[config.mk]
export PLATFORM = sky130hd
export DESIGN_NAME = breakout_input_ctrl
export DESIGN_NICKNAME = d
export VERILOG_FILES = /design/src/rtl/breakout_input_ctrl.sv
export SDC_FILE = /design/constraint.sdc
export NUM_CORES = 1
export LEC_CHECK = 0
export BUFFER_PORTS_ARGS = -buffer_cell sky130_fd_sc_hd__buf_4
export CAP_MARGIN = 20
export CORE_AREA = 2 2 54 56
export CTS_BUF_LIST = sky130_fd_sc_hd__clkbuf_8 sky130_fd_sc_hd__clkbuf_16
export DETAILED_ROUTE_END_ITERATION = 8
export DIE_AREA = 0 0 56 58
export PLACE_DENSITY = 0.82
export SLEW_MARGIN = 20
export SYNTH_ARGS = -nofsm -noshare
export SYNTH_HDL_FRONTEND = slang
export SYNTH_SLANG_ARGS = --single-unit
export TNS_END_PERCENT = 50
[constraint.sdc]
create_clock -name clk -period 3.91 [get_ports clk]
set_clock_uncertainty 0.05 [all_clocks]
set_input_delay 0.391 -clock clk [delete_from_list [all_inputs] [get_ports clk]]
set_output_delay 0.391 -clock clk [all_outputs]
set_load 0.1 [all_outputs]
[src/rtl/breakout_input_ctrl.sv]
// Game-flow FSM, saturating paddle position and lives counter for breakout.
// Optional paddle acceleration is built when PADDLE_ACCEL_EN is defined.
module breakout_input_ctrl #(
  parameter int unsigned PADDLE_MIN   = 0,
  parameter int unsigned PADDLE_MAX   = 600,
  parameter int unsigned PADDLE_STEP  = 4,
  parameter int unsigned LIVES        = 3,
  parameter int unsigned ACCEL_FRAMES = 30
) (
  input  logic       clk,
  input  logic       reset,
  input  logic       left,
  input  logic       right,
  input  logic       start,
  input  logic       frame_tick,
  input  logic       ball_lost,
  input  logic       bricks_cleared,
  output logic [9:0] paddle_x,
  output logic [2:0] state,
  output logic [1:0] lives,
  output logic       serve,
  output logic       run
);

  localparam int unsigned X_W  = 10;
  localparam int unsigned ST_W = 3;
  localparam int unsigned LV_W = 2;
  localparam int unsigned AR_W = 11;

  localparam logic [X_W-1:0]  CENTER = X_W'((PADDLE_MIN + PADDLE_MAX) / 2);
  localparam logic [X_W-1:0]  X_LO   = X_W'(PADDLE_MIN);
  localparam logic [X_W-1:0]  X_HI   = X_W'(PADDLE_MAX);
  localparam logic [AR_W-1:0] A_MIN  = AR_W'(PADDLE_MIN);
  localparam logic [AR_W-1:0] A_MAX  = AR_W'(PADDLE_MAX);
  localparam logic [AR_W-1:0] STEP1  = AR_W'(PADDLE_STEP);
  localparam logic [AR_W-1:0] STEP2  = AR_W'(2 * PADDLE_STEP);
  localparam logic [LV_W-1:0] LV_INIT = LV_W'(LIVES);

  localparam logic [ST_W-1:0] S_IDLE  = 3'd0;
  localparam logic [ST_W-1:0] S_SERVE = 3'd1;
  localparam logic [ST_W-1:0] S_PLAY  = 3'd2;
  localparam logic [ST_W-1:0] S_PAUSE = 3'd3;
  localparam logic [ST_W-1:0] S_OVER  = 3'd4;
  localparam logic [ST_W-1:0] S_WIN   = 3'd5;

  logic            start_prev;
  logic            start_rise;
  logic [ST_W-1:0] state_n;
  logic [LV_W-1:0] lives_n;
  logic [X_W-1:0]  paddle_n;
  logic            serve_n;
  logic            run_n;
  logic            moving;
  logic            go_left;
  logic            go_right;
  logic            dbl;
  logic [AR_W-1:0] step;
  logic [AR_W-1:0] px_wide;
  logic [AR_W-1:0] px_sum;

  assign start_rise = start & ~start_prev;
  assign moving     = (state == S_SERVE) || (state == S_PLAY);
  assign go_left    = left & ~right;
  assign go_right   = right & ~left;
  assign step       = dbl ? STEP2 : STEP1;
  assign px_wide    = AR_W'(paddle_x);
  assign px_sum     = px_wide + step;

`ifdef PADDLE_ACCEL_EN
  localparam int unsigned HC_W = 6;
  logic [HC_W-1:0] hold_cnt;
  logic            hold_dir;

  assign dbl = (hold_cnt == HC_W'(ACCEL_FRAMES)) && (go_right == hold_dir);

  // Counts consecutive held frames in one direction; any break restarts it.
  always_ff @(posedge clk or negedge reset) begin
    if (!reset) begin
      hold_cnt <= '0;
      hold_dir <= 1'b0;
    end else if (!moving || !(go_left ^ go_right)) begin
      hold_cnt <= '0;
    end else if (go_right != hold_dir) begin
      hold_cnt <= frame_tick ? HC_W'(1) : '0;
      hold_dir <= go_right;
    end else if (frame_tick && (hold_cnt != HC_W'(ACCEL_FRAMES))) begin
      hold_cnt <= hold_cnt + HC_W'(1);
    end
  end
`else
  assign dbl = 1'b0 & (ACCEL_FRAMES == 0);
`endif

  // State and registered outputs.
  always_ff @(posedge clk or negedge reset) begin
    if (!reset) begin
      state      <= S_IDLE;
      paddle_x   <= CENTER;
      lives      <= '0;
      serve      <= 1'b0;
      run        <= 1'b0;
      start_prev <= 1'b1;
    end else begin
      state      <= state_n;
      paddle_x   <= paddle_n;
      lives      <= lives_n;
      serve      <= serve_n;
      run        <= run_n;
      start_prev <= start;
    end
  end

  // Next-state logic; bricks_cleared outranks ball_lost outranks start.
  always_comb begin
    state_n = state;
    case (state)
      S_IDLE:  if (start_rise) state_n = S_SERVE;
      S_SERVE: if (start_rise) state_n = S_PLAY;
      S_PLAY: begin
        if (bricks_cleared)  state_n = S_WIN;
        else if (ball_lost)  state_n = (lives <= 2'd1) ? S_OVER : S_SERVE;
        else if (start_rise) state_n = S_PAUSE;
      end
      S_PAUSE: if (start_rise) state_n = S_PLAY;
      S_OVER, S_WIN: if (start_rise) state_n = S_IDLE;
      default: state_n = S_IDLE;
    endcase
  end

  // Output next values; a CENTER reload overrides same-cycle movement.
  always_comb begin
    lives_n  = lives;
    paddle_n = paddle_x;
    serve_n  = 1'b0;
    run_n    = (state_n == S_PLAY);
    if (frame_tick && moving) begin
      if (go_left) begin
        if (px_wide < (A_MIN + step)) paddle_n = X_LO;
        else                          paddle_n = X_W'(px_wide - step);
      end else if (go_right) begin
        if (px_sum > A_MAX) paddle_n = X_HI;
        else                paddle_n = X_W'(px_sum);
      end
    end
    case (state)
      S_IDLE: begin
        if (start_rise) begin
          lives_n  = LV_INIT;
          paddle_n = CENTER;
        end
      end
      S_SERVE: serve_n = start_rise;
      S_PLAY: begin
        if (!bricks_cleared && ball_lost) begin
          if (lives <= 2'd1) begin
            lives_n = '0;
          end else begin
            lives_n  = lives - 2'd1;
            paddle_n = CENTER;
          end
        end
      end
      default: ;
    endcase
  end

endmodule

### Yosys cells after proc, flatten, opt, wreduce, memory -nomap -nowiden

Index checks and enable logic that the tools add are counted.

* memories kept: 0
* register bits: 18
* bits in read-only memories: 0
* RAM bits: 0
* bits in latches: 0
* logic and storage cells: 57

* eq/ne operators: 8
* multipliers: 0
* add/sub/neg operators: 3
* mux-type cells: 22
* reductions and logical operators: 9
* $lt $le $gt $ge: 3
* bitwise operators: 6
* div/mod/pow operators: 0
* shift-type cells: 0

Operators by type and width (number)
* $mux W10: 8
* $mux W3: 7
* $pmux W10 S2: 1
* $pmux W3 S4: 1
* $add A10 B3 Y11 const B: 1
* $gt A11 B10 Y1 const B: 1
* $lt A10 B3 Y1 const B: 1
* $sub A10 B3 Y10 const B: 1
* $eq A3 B2 Y1 const B: 3
* $eq A3 B3 Y1 const B: 2
* $mux W2: 3
* $pmux W2 S2: 1
* $reduce_or A2 Y1: 2
* $and A1 B1 Y1: 3
* $eq A3 B1 Y1 const B: 1
* $logic_not A3 Y1: 1
* $not A1 Y1: 3
* $reduce_and A3 Y1: 1
* $le A2 B1 Y1 const B: 1
* $logic_and A1 B1 Y1: 2
* $ne A2 B1 Y1 const B: 1
* $ne A2 B2 Y1 const B: 1
* $reduce_bool A2 Y1: 1
* $sub A2 B1 Y2 const B: 1
* other kinds (3): 3

### Longest topological paths before layout

* depth after elaboration: 9
* depth in mapped cells: 7
* depth with buffers taken out: 7

### Least setup slack after synthesis

OpenSTA, ideal clock, no wires.

* path type: reg2reg
* start point: register paddle_x[6]
* end point: register paddle_x[3]
* stages on the path, launching flop included: 7
* clock period less this slack: 2.450 ns
* data required time: 3.788 ns
* path slack: 1.460 ns
* arrival: 2.328 ns
* path buffers: 1
* cells stage by stage: dfrtp_1 buf_2 nand4_1 nor3_1 nor4_1 a311o_1 o21ai_1

* longest elaborated chain between the ends: 9
* elaborated cells between the ends (all ways): 12
* those cells by class: 1 x add/sub; 2 x order compare; 9 x mux

Ends and longest elaborated chain
* start: declaration: line 18 `output logic [9:0] paddle_x,`
* start signal: assignment: line 105 `paddle_x <= paddle_n;`
* $add A10 B3 Y11: line 67 `assign px_sum = px_wide + step;`
* $gt A11 B10 Y1: line 141 `if (px_sum > A_MAX) paddle_n = X_HI;`
* $mux W10: line 141
* $mux W10: line 140 `end else if (go_right) begin`
* $mux W10 (*): line 137 `if (go_left) begin`
* $mux W10 (*): line 136 `if (frame_tick && moving) begin`
* $mux W10: line 155 `if (lives <= 2'd1) begin`
* $mux W10: line 154 `if (!bricks_cleared && ball_lost) begin`
* $pmux W10 S2 (*): line 145 `case (state)`
* net paddle_n[3]: line 50 `logic [X_W-1:0] paddle_n;`

Mark *: on every way through the listed nets, which the timed path passes. The rest lies on a longest branch.
A chain may end at the register's enable or synchronous reset.

### Worst setup path after layout

* start point: register paddle_x[3]
* end point: register paddle_x[4]

Same word-level chain as after synthesis.

==> impl_metrics.ini <==
[run_status]
status = complete, no violations

[logic_synthesis]
ys_types = 58
synth_top_area_share_pct = 21.1
synth-seq-cells = 18
synth.largest_area_cell = dfrtp_1
yosysWarnings = 0
synthSimpleGateAreaFrac_pct = 29.7
synth_nets = 198
avgSynthCellArea_sq_um = 8.24
synth_area_sq_mm = 0.00154
yosys-top-cells-count = nand2_1 (16), nor2_1 (14), dfrtp_1 (13), o21ai_0 (12), a21oi_1 (10)
synth.top_cells.by_area = dfrtp_1 (21%), dfstp_2 (8.5%), o21ai_0 (3.9%), nand2_1 (3.9%), nor2_1 (3.4%)
ys.flop_type = dfrtp_1
synth_xor_area_share_pct = 3.41
async_flop_share_pct = 100
yosysMostFrequentCell = nand2_1
seq_area_frac_synth_pct = 29.7
netlist_instances = 187
synth_enable_flop_cells = 0
synth_top_family_by_area = simple AND/OR/NAND/NOR gates
synth_compound_gate_area_share_pct = 26.8
synth_fa_ha_area_share_pct = 2.44
muxShareOfSynthArea_pct = 1.30

[worst_hold_path]
hold_depth = 1
hold_end = start_prev
hp-start = start
hold_path.class = in2reg

[power]
max-vdd-ir-drop_mv = 0.712
clkPwrFrac_pct = 9.5
intPower_mw = 0.654
swShare_pct = 59.3
power.switching_mw = 0.954
seqPwrFrac_pct = 26.1
total_power_mw = 1.61
p_leak_nw = 0.712
comb_power_share_pct = 64.4
powerDensity_mw_per_mm2 = 921

[floorplanning]
die_y_um = 58
start_util_pct = 57.8
core_sq_mm = 0.00266
num_rows = 19
die_x_um = 56
die_area_sq_mm = 0.00325
ios = 25

[job]
maxCapViolCount = 0

[sta]
drv_slew = 0
slew_headroom_pct = 64.1
min_period_over_period_pct = 61.1
worst_pin_slew_ps = 536
final_hold_viol_count = 0
min_period_ps = 2390
grt_setup_unrepaired = false
setup_violations = 0
fmax_mhz = 419
tns_ps = 0

[clocking]
clk_path_buf_depth = 2
cts_tree = yes
hold_buffers = 1
clk_pin_slew_ps = 70
cts_resized = 0
cts_root_buffer = clkbuf_8
cts_buffers = 3
postCtsSetupRepairBufs = 0
clock_sinks = 18
cts_max_level = 1
clk_latency_ps = 250

[worst_setup_path]
crit_arrival_ps = 2530
path_max_fanout = 10
end_kind = flip-flop
path_class = reg2reg
cp_top_family = compound AO/OA/AOI/OAI gates
worstRegToRegCells = 7
reg2reg_to = paddle_x[4]
r2r_start = paddle_x[3]
slowest_delay_ps = 650
cp_num_buf_inv = 1
start_kind = flip-flop
required_ps = 4050
rrSetupSlack_ps = 1520
cp_slowest_cell = dfstp_2
path_cells = inv_1, ha_1, or4b_4, nor3_2, a2111oi_1, a21boi_0, a221o_1

[layout]
finalNetCount = 216
syn_to_final_growth_pct = 13.4
post_route_cells_drive_above_1_share_pct = 20.6
nFillCells = 217
antenna_cells = 0

[route]
drt-initial-drc-count = 120
wire_per_inst_um = 17.8
vias = 1588
drtPass1Iterations = 5
drc = 0
wl_mm = 4.17
drt-vias-per-instance = 6.76
final_antenna_net_count = 0

[placement]
place_congestion = 0.929
port_buffers = 24
place_hpwl_mm = 3.08

[global_route]
antenna_found_initial = 0
gr-total-overflow = 0
grt_pass1_vias = 1537
grt.total_usage_pct = 28.1
grt_pass1_wl_mm = 7.23
grt_max_degree = 19
-- power by group through the flow --
stage	sequential (mW)	combinational [mW]	clock, mW
floorplan	0.737	0.513	0
global placement	0.409	1.02	0
detailed placement	0.416	1.02	0
CTS	0.412	1.03	0.155
global route	0.437	1.10	0.163
finish	0.420	1.04	0.153
-- kinds of logic (layout without fill, tap and decap cells) --
group                      Yosys count  after routing
buffers and inverters               19             36
DFF                                 18             18
AOI/OAI and AO/OA                   59             59
adders and majority gates            3              3
and+or+nand+nor                     80             80
xor gates and xnor gates             6              6
muxes                                2              2
-- metal layers --
layer	track usage [%]	up-vias	share of wire (%)
met2	46.1	94	46
li1	-	743	-
met3	4.46	14	8.8
met1	38.7	737	43
met5	0	-	0
met4	8.50	0	1.7
-- layout make-up --
| class | instances | area [sq um] | share of cell area, % |
|---|---|---|---|
| Clock buffer | 4 | 55.1 | 3.15 |
| Inverter | 7 | 26.3 | 1.50 |
| Multi-Input combinational cell | 150 | 980 | 56.1 |
| Sequential cell | 18 | 457 | 26.1 |
| Tap cell | 31 | 38.8 | 2.22 |
| Timing Repair Buffer | 25 | 190 | 10.9 |
-- state kept, by name, indices dropped and copies added, names as in the netlist --
name and flops:
paddle_x 10, state 3, serve 1, run 1, start_prev 1, lives 2
-- cells in the final DEF (no fill, tap or decap), types with 3 or more instances in the layout --
master    synthesis  layout
buf_4             1      24
nand2_1          16      16
nor2_1           14      14
dfrtp_1          13      13
o21ai_0          12      12
a21oi_1          10      10
nor3_1            9       9
inv_1             7       7
nand3_1           6       6
a31oi_1           5       5
dfstp_2           5       5
clkbuf_8          0       4
nand2b_1          3       3
xor2_1            3       3
and3_1            3       3
xnor2_1           3       3
nor4_1            3       3
o31ai_1           3       3
o21a_1            3       3
nand3b_1          3       3
a221o_1           3       3
o22ai_1           3       3
ha_1              3       3
-- per-stage QoR --
step | setup slack, ps | util (%) | hold WS (ps) | cell area (sq um) | cells
finish | 1520 | 65.6 | 213 | 1750 | 235
global route | 1290 | 65.6 | 204 | 1750 | 235
CTS | 1580 | 65.6 | 206 | 1750 | 235
detailed placement | 1600 | 63.2 | 225 | 1680 | 230
global placement | 1560 | 63.2 | 219 | 1680 | 230
floorplan | 1460 | - | 45.4 | 1540 | 187
-- how the worst max path moves through the flow --
stage | startpoint | endpoint | depth (start not counted)
final | paddle_x[3] | paddle_x[4] | 7
after global routing | paddle_x[3] | paddle_x[4] | 7
after CTS | paddle_x[3] | paddle_x[4] | 6
after detailed placement | paddle_x[3] | paddle_x[7] | 6
after global placement | paddle_x[3] | paddle_x[6] | 6
after floorplan | paddle_x[6] | paddle_x[3] | 6
No activity file was read; power rests on OpenSTA's default activity.
